`config.mk`:
```
export PLATFORM = sky130hd
export DESIGN_NAME = flit_fifo_rx_flat
export DESIGN_NICKNAME = d
export VERILOG_FILES = /design/src/rtl/flit_fifo_rx_if.sv /design/src/rtl/flit_fifo_rx.sv /design/src/flat_wrapper.sv
export SDC_FILE = /design/constraint.sdc
export NUM_CORES = 1
export LEC_CHECK = 0
export ABC_AREA = 1
export ABC_CLOCK_PERIOD_IN_PS = 4100
export BUFFER_PORTS_ARGS = -buffer_cell sky130_fd_sc_hd__buf_4
export CAP_MARGIN = 10
export CORE_MARGIN = 8
export CORE_UTILIZATION = 63
export CTS_BUF_LIST = sky130_fd_sc_hd__clkbuf_4 sky130_fd_sc_hd__clkbuf_8 sky130_fd_sc_hd__clkbuf_16
export CTS_CLUSTER_SIZE = 16
export DETAILED_ROUTE_END_ITERATION = 8
export MAX_ROUTING_LAYER = met4
export PLACE_DENSITY_LB_ADDON = 0.08
export SYNTH_ARGS = -nofsm -noshare
export SYNTH_HDL_FRONTEND = slang
export SYNTH_SLANG_ARGS = --single-unit
```
`constraint.sdc`:
```
create_clock -name clk -period 4.1 [get_ports clk]
set_input_delay 0.615 -clock clk [delete_from_list [all_inputs] [get_ports clk]]
set_output_delay 0.615 -clock clk [all_outputs]
set_load 0.02 [all_outputs]
```
`src/rtl/flit_fifo_rx_if.sv`:
```
// Link bundle between an upstream output arbiter / local crossbar and one
// router input buffer. The master side drives the flit, RTS and the five
// grant-derived pops; the slave side (the buffer) answers with CTS, empty
// and the head flit. The err signal exists only when FLIT_FIFO_RX_ERR_EN
// is defined.
interface flit_fifo_rx_if #(
    parameter int DATA_WIDTH = 32
);
    logic [DATA_WIDTH-1:0] RX;
    logic                  DRTS;
    logic                  read_en_N;
    logic                  read_en_E;
    logic                  read_en_W;
    logic                  read_en_S;
    logic                  read_en_L;
    logic                  CTS;
    logic                  empty;
    logic [DATA_WIDTH-1:0] Data_out;
`ifdef FLIT_FIFO_RX_ERR_EN
    logic                  err;

    modport master (
        output RX, DRTS, read_en_N, read_en_E, read_en_W, read_en_S, read_en_L,
        input  CTS, empty, Data_out, err
    );

    modport slave (
        input  RX, DRTS, read_en_N, read_en_E, read_en_W, read_en_S, read_en_L,
        output CTS, empty, Data_out, err
    );
`else
    modport master (
        output RX, DRTS, read_en_N, read_en_E, read_en_W, read_en_S, read_en_L,
        input  CTS, empty, Data_out
    );

    modport slave (
        input  RX, DRTS, read_en_N, read_en_E, read_en_W, read_en_S, read_en_L,
        output CTS, empty, Data_out
    );
`endif
endinterface

```
`src/rtl/flit_fifo_rx.sv`:
```
// flit_fifo_rx: receive-side input buffer for one router port.
// Answers upstream RTS with a single-cycle CTS pulse, stores the flit in a
// circular buffer and presents the head flit combinationally. Any of the
// five output-arbiter grants pops the head.
// Optional feature: define FLIT_FIFO_RX_ERR_EN to add the sticky err output.
module flit_fifo_rx #(
    parameter int DATA_WIDTH = 32,
    parameter int DEPTH      = 4
) (
    input logic          clk,
    input logic          rst,    // asynchronous, active-low
    flit_fifo_rx_if.slave bus
);

    localparam int PTR_W   = $clog2(DEPTH);
    localparam int COUNT_W = PTR_W + 1;

    // The state bit doubles as CTS_FF: ACK is the only state with CTS high.
    typedef enum logic {
        S_IDLE = 1'b0,
        S_ACK  = 1'b1
    } state_t;

    state_t                r_state;
    state_t                w_state_nxt;
    logic                  w_wr_en;
    logic                  w_full;
    logic                  w_empty;
    logic                  w_rd_any;
    logic                  w_pop;
    logic [PTR_W-1:0]      r_wr_ptr;
    logic [PTR_W-1:0]      r_rd_ptr;
    logic [COUNT_W-1:0]    r_count;
    logic [DATA_WIDTH-1:0] r_mem [DEPTH];

    assign w_full   = (r_count == COUNT_W'(DEPTH));
    assign w_empty  = (r_count == '0);
    assign w_rd_any = bus.read_en_N | bus.read_en_E | bus.read_en_W |
                      bus.read_en_S | bus.read_en_L;
    // A grant against an empty buffer is ignored.
    assign w_pop    = w_rd_any & ~w_empty;

    // Handshake next-state: accept only from IDLE, and only when a slot is free
    // before this edge (a same-cycle pop does not free it early).
    always_comb begin
        // NOTE: every always_comb output gets a default first so no path
        // leaves it unassigned, which would otherwise infer a latch.
        w_state_nxt = S_IDLE;
        w_wr_en     = 1'b0;
        case (r_state)
            S_IDLE: begin
                if (bus.DRTS && !w_full) begin
                    w_state_nxt = S_ACK;
                    w_wr_en     = 1'b1;
                end
            end
            S_ACK: begin
                w_state_nxt = S_IDLE;
            end
            default: begin
                w_state_nxt = S_IDLE;
            end
        endcase
    end

    // Handshake state register; reset aborts any handshake in flight.
    always_ff @(posedge clk or negedge rst) begin
        // NOTE: sequential state uses non-blocking assignments so every
        // register samples pre-edge values regardless of block ordering.
        if (!rst) begin
            r_state <= S_IDLE;
        end else begin
            r_state <= w_state_nxt;
        end
    end

    // Pointers and occupancy; a simultaneous write and pop leaves count unchanged.
    always_ff @(posedge clk or negedge rst) begin
        if (!rst) begin
            r_wr_ptr <= '0;
            r_rd_ptr <= '0;
            r_count  <= '0;
        end else begin
            if (w_wr_en) begin
                r_wr_ptr <= r_wr_ptr + 1'b1;
            end
            if (w_pop) begin
                r_rd_ptr <= r_rd_ptr + 1'b1;
            end
            case ({w_wr_en, w_pop})
                2'b10:   r_count <= r_count + 1'b1;
                2'b01:   r_count <= r_count - 1'b1;
                default: r_count <= r_count;
            endcase
        end
    end

    // Flit storage; cleared on reset so Data_out reads zero out of reset.
    always_ff @(posedge clk or negedge rst) begin
        // NOTE: the memory is reset on purpose -- Data_out must read 0 after
        // reset -- which costs a reset net on every storage bit.
        if (!rst) begin
            for (int i = 0; i < DEPTH; i++) begin
                r_mem[i] <= '0;
            end
        end else if (w_wr_en) begin
            r_mem[r_wr_ptr] <= bus.RX;
        end
    end

    assign bus.CTS      = (r_state == S_ACK);
    assign bus.empty    = w_empty;
    assign bus.Data_out = r_mem[r_rd_ptr];

`ifdef FLIT_FIFO_RX_ERR_EN
    logic w_multi_rd;
    logic r_blocked;
    logic r_err;

    assign w_multi_rd = !$onehot0({bus.read_en_N, bus.read_en_E, bus.read_en_W,
                                   bus.read_en_S, bus.read_en_L});

    // Sticky protocol error: empty pop, multi-hot grant, or an RTS withdrawn
    // while it was being held off by a full buffer.
    always_ff @(posedge clk or negedge rst) begin
        if (!rst) begin
            r_blocked <= 1'b0;
            r_err     <= 1'b0;
        end else begin
            r_blocked <= (r_state == S_IDLE) && bus.DRTS && w_full;
            if ((w_rd_any && w_empty) || w_multi_rd ||
                (r_blocked && !bus.DRTS && (r_state == S_IDLE))) begin
                r_err <= 1'b1;
            end
        end
    end

    assign bus.err = r_err;
`endif

endmodule

```
`src/flat_wrapper.sv`:
```
// flat-port wrapper written by rule: the top's interface ports become plain ports
module flit_fifo_rx_flat 
#(
    parameter int DATA_WIDTH = 32,
    parameter int DEPTH      = 4
)
  (clk, rst, bus_RX, bus_DRTS, bus_read_en_N, bus_read_en_E, bus_read_en_W, bus_read_en_S, bus_read_en_L, bus_CTS, bus_empty, bus_Data_out);
  flit_fifo_rx_if #(.DATA_WIDTH(DATA_WIDTH)) bus_i ();
  input logic clk;
  input logic rst;
  input wire logic [$bits(bus_i.RX)-1:0] bus_RX;
  input wire logic [$bits(bus_i.DRTS)-1:0] bus_DRTS;
  input wire logic [$bits(bus_i.read_en_N)-1:0] bus_read_en_N;
  input wire logic [$bits(bus_i.read_en_E)-1:0] bus_read_en_E;
  input wire logic [$bits(bus_i.read_en_W)-1:0] bus_read_en_W;
  input wire logic [$bits(bus_i.read_en_S)-1:0] bus_read_en_S;
  input wire logic [$bits(bus_i.read_en_L)-1:0] bus_read_en_L;
  output wire logic [$bits(bus_i.CTS)-1:0] bus_CTS;
  output wire logic [$bits(bus_i.empty)-1:0] bus_empty;
  output wire logic [$bits(bus_i.Data_out)-1:0] bus_Data_out;
  assign bus_i.RX = bus_RX;
  assign bus_i.DRTS = bus_DRTS;
  assign bus_i.read_en_N = bus_read_en_N;
  assign bus_i.read_en_E = bus_read_en_E;
  assign bus_i.read_en_W = bus_read_en_W;
  assign bus_i.read_en_S = bus_read_en_S;
  assign bus_i.read_en_L = bus_read_en_L;
  assign bus_CTS = bus_i.CTS;
  assign bus_empty = bus_i.empty;
  assign bus_Data_out = bus_i.Data_out;
  flit_fifo_rx #(.DATA_WIDTH(DATA_WIDTH), .DEPTH(DEPTH)) u_core (.clk(clk), .rst(rst), .bus(bus_i));
endmodule
```
After elaboration in Yosys (flattened, before gate mapping)
Index checks and enable logic that the tools add are counted.
Widths: inputs -> output; s select.

word-level totals
  word-level logic and storage cells = 42
  output and inout port bits = 34
  input port bits = 40
  register bits = 136

operators by class
  order comparisons = 3
  $add $sub $neg = 4
  bitwise operators = 9
  equality and inequality tests = 3
  reductions and logical operators = 5
  mux-type cells = 10

operators with widths
  operator             count
  $bwmux 128           1
  $mux 32              3
  $bmux 32 s2          1
  $demux 32 s2         1
  $ge 3x3->1 const B   2
  $not 2->3            2
  $pmux 3 s2           1
  $add 2x1->2 const B  2
  $or 1x1->1           4
  $add 3x1->3 const B  1
  $eq 3x3->1 const B   1
  $logic_not 3->1      1
  $lt 3x1->1 const B   1
  $sub 3x1->3 const B  1
  $eq 2x1->1 const B   1
  $eq 2x2->1 const B   1
  $logic_and 1x1->1    2
  $mux 1               2
  $not 1->1            2
  $pmux 1 s2           1
  $reduce_bool 2->1    1
  $and 1x1->1          1
  $logic_not 1->1      1

Logic depth before layout (Yosys ltp)
  depth in word-level cells = 7
  mapped depth = 12
  mapped depth without buffers = 12

Worst setup path after synthesis
No wires, ideal clock.

  path type = register to output
  start point = reg u_core.r_rd_ptr[0]
  end point = out bus_Data_out[10]
  stages on the path, launching flop included = 6
  data required time = 3.485 ns
  data arrival time = 1.276 ns
  path buffers = 2
  setup slack = 2.209 ns
  cell sequence = dfrtp_1 -> inv_1 -> buf_2 -> clkbuf_1 -> o21ai_0 -> o22ai_1

on the way
  longest elaborated chain between the ends = 4

ends and longest elaborated chain
  item                                        line                 source
  start, declared                             flit_fifo_rx.sv:32   logic [PTR_W-1:0] r_rd_ptr;
  start signal, assigned                      flit_fifo_rx.sv:88   r_rd_ptr <= r_rd_ptr + 1'b1;
  $not 2->3 (implied by the code)             flit_fifo_rx.sv:113  assign bus.Data_out = r_mem[r_rd_ptr];
  $bmux 32 s2                                 flit_fifo_rx.sv:113
  $mux 32 (implied by the code) (2 in a row)  flit_fifo_rx.sv:113
  end, declared                               flat_wrapper.sv:20   output wire logic [$bits(bus_i.Data_out)-1:0] bus_Data_out;

Every way passes these cells. The select of a mux whose other input is x is not followed.

Worst setup path in the final report
  start point = reg u_core.r_rd_ptr[0]
  end point = out bus_Data_out[9]

The elaborated chain is that of the path after synthesis.

==> metrics.csv <==
metric,value,unit
die_w,118.5,um
ys_warn_count,0,
cp-end-kind,output port,
gp_congestion,0.7906,
dpl.cell_count,963,
relSlewSlack,21.51,%
drv_slew,0,
wl_per_cell,18.46,um
grt_pass1_wl,30320,um
clkLatencyLatePin,0.53,ns
min_period,3.045,ns
timing.rr.start,u_core.bus.CTS,
final_util,74.68,%
cp_top_family,buffers and inverters,
path_cells,inv_2 > o21ai_0 > o22ai_1 > buf_4,
fin_area,7675,um^2
cp.arrival,2.43,ns
synth_compound_area_share,7.941,%
syn-instance-count,813,
pre_cts_ws,1.562,ns
crit_path_max_fanout,66,
crit_required,3.48,ns
clockBufferDepth,2,
status,"complete, no violations",
fin_crit_sh,74.27,%
combPwrFrac,46.8,%
post-cts-setup-buffer-count,0,
core,10280,um^2
final_cell_mix,"nand2_1 (276), dfrtp_1 (135), nand4_1 (129)",
ys_types,17,
postCtsHoldBufs,0,
clk_pin_slew,0.06,ns
start_util,64.39,%
muxShareOfSynthArea,0,%
final_cells,994,
avgSynthCellArea,8.140,um^2
via_per_inst,6.243,
switchingPower,3.118,mW
drc,0,
start_kind,register,
synth-seq-cells,136,
timing.final.ws_setup,1.055,ns
final_common_cell,nand2_1,
fmax,328.4,MHz
cts_sinks,136,
hold_path_class,input port to asynchronous set/reset pin,
synth_area,6618,um^2
swShare,43.76,%
p_per_area,928.2,nW/um^2
htreeDepth,4,
peakVddDrop,679.4,uV
place_area,7101,um^2
cts.repair.resized,0,
drt_iter0_drc,833,
synth_simple_gate_area_share,32.52,%
power.internal,4.006,mW
syn_to_final_growth,15.98,%
die_area,14040,um^2
worst-setup-path-type,register to output port,
first_global_vias,6035,
hold_violations,0,
seqPwrFrac,32.4,%
finClkSkew,0.005171,ns
cts_root_buf,clkbuf_8,
n_fill_cell,793,
finalSetupViolations,0,
p_leak,3.946,nW
crit_buf_inv,2,
critPathLaunch,u_core.r_rd_ptr[0],
io_buffers,73,
grt_overflow_total,0,
die_y,118.5,um
ys_seq_area_share,51.43,%
nets,892,
power_frac_clock,20.8,%
cts_tree,built,
finalWirelength,18350,um
num_io_pins,74,
grt_use_total,27.24,%
worst_pin_slew,1.177,ns
grt_max_degree,122,
cap_violations,0,
antenna_found_initial,0,
synth_nets,859,
synth_top_family_by_area,simple AND/OR/NAND/NOR gates,
num_rows,37,
rsz0062_at_grt,false,
num_vias,6206,
firstDrtPassIters,6,
drive_gt1_share,14.57,%
worst_path_max_delay_cell,inv_2,
final_antenna_net_count,0,
tns,0,ns
place_hpwl,10310,um
numCtsBuffers,17,
cpPeakStageDelay,0.79,ns
synth-xor-area-share,0.1324,%
synth_fa_ha_area_share,1.248,%
diodes,0,
layer usage:
layer  share of wire (%)  vias up  GRT usage [%]
li1                    -     2845              -
met5                   0        -              -
met1                  42     2985          35.13
met2                  47      343          41.24
met3                 8.6       33          6.188
met4                 1.5        0          10.51
area by class of cell:
type / count / area, um^2 / area share (%)
clock inverter: 9 / 97.59 / 1.272
tap: 136 / 170.2 / 2.217
sequential: 136 / 3405 / 44.36
inverter: 15 / 56.30 / 0.7336
clock buffer: 22 / 476.7 / 6.211
timing repair buffer: 90 / 688.2 / 8.966
multi-input combinational: 586 / 2781 / 36.24
cells in the mapped netlist:
cell type,instances,area (um^2)
nand2_1,276,1036
nand3_2,1,10.01
ha_1,5,62.56
fa_1,1,20.02
nor2_1,66,247.7
buf_2,35,175.2
clkbuf_1,23,86.33
o22ai_1,32,200.2
nand3_1,9,45.04
o21ai_0,65,325.3
inv_1,15,56.30
dfrtp_1,136,3403
nand4_1,129,807.0
buf_1,2,7.510
buf_4,16,120.1
xnor2_1,1,8.760
nor2_2,1,6.260
cell families after synthesis:
kind of cell,after synthesis
adders and majority gates,6
AOI/OAI and AO/OA,97
xor gates and xnor gates,1
and+or+nand+nor,482
DFF,136
buffers and inverters,91
flip-flops by register name, summed over array words and instances (netlist names):
name,count
u_core.r_count,3
u_core.r_wr_ptr,2
u_core.r_mem,128
u_core.bus.CTS,1
u_core.r_rd_ptr,2
power groups by stage:
stage	sequential, mW	combinational, mW	clock, mW
detailed placement	2.29	3.30	0
floorplan	2.21	2.26	0
global placement	2.28	3.18	0
global route	2.36	3.67	1.55
CTS	2.29	3.32	1.49
finish	2.31	3.33	1.48
metrics by stage:
step                      hold slack, ns  power (mW)
after floorplan                   0.3194       4.465
after global placement            0.4475       5.464
after detailed placement          0.4530       5.589
after CTS                         0.2005       7.093
after global routing              0.2340       7.584
final                             0.1841       7.124
path summary, 6_finish.rpt:
check | to | slack (ns) | cells past startpoint
hold / removal | u_core.r_mem[125] | 0.18 | 1
setup reg to reg | u_core.r_mem[5] | 1.84 | 5
hold reg to reg | u_core.r_mem[33] | 0.47 | 2
max in group asynchronous | u_core.r_mem[46] | 3.06 | 2
min in group clk | u_core.r_mem[51] | 0.37 | 3
setup / recovery | bus_Data_out[9] | 1.06 | 4
Note: power is estimated with default switching activity, not from simulation.
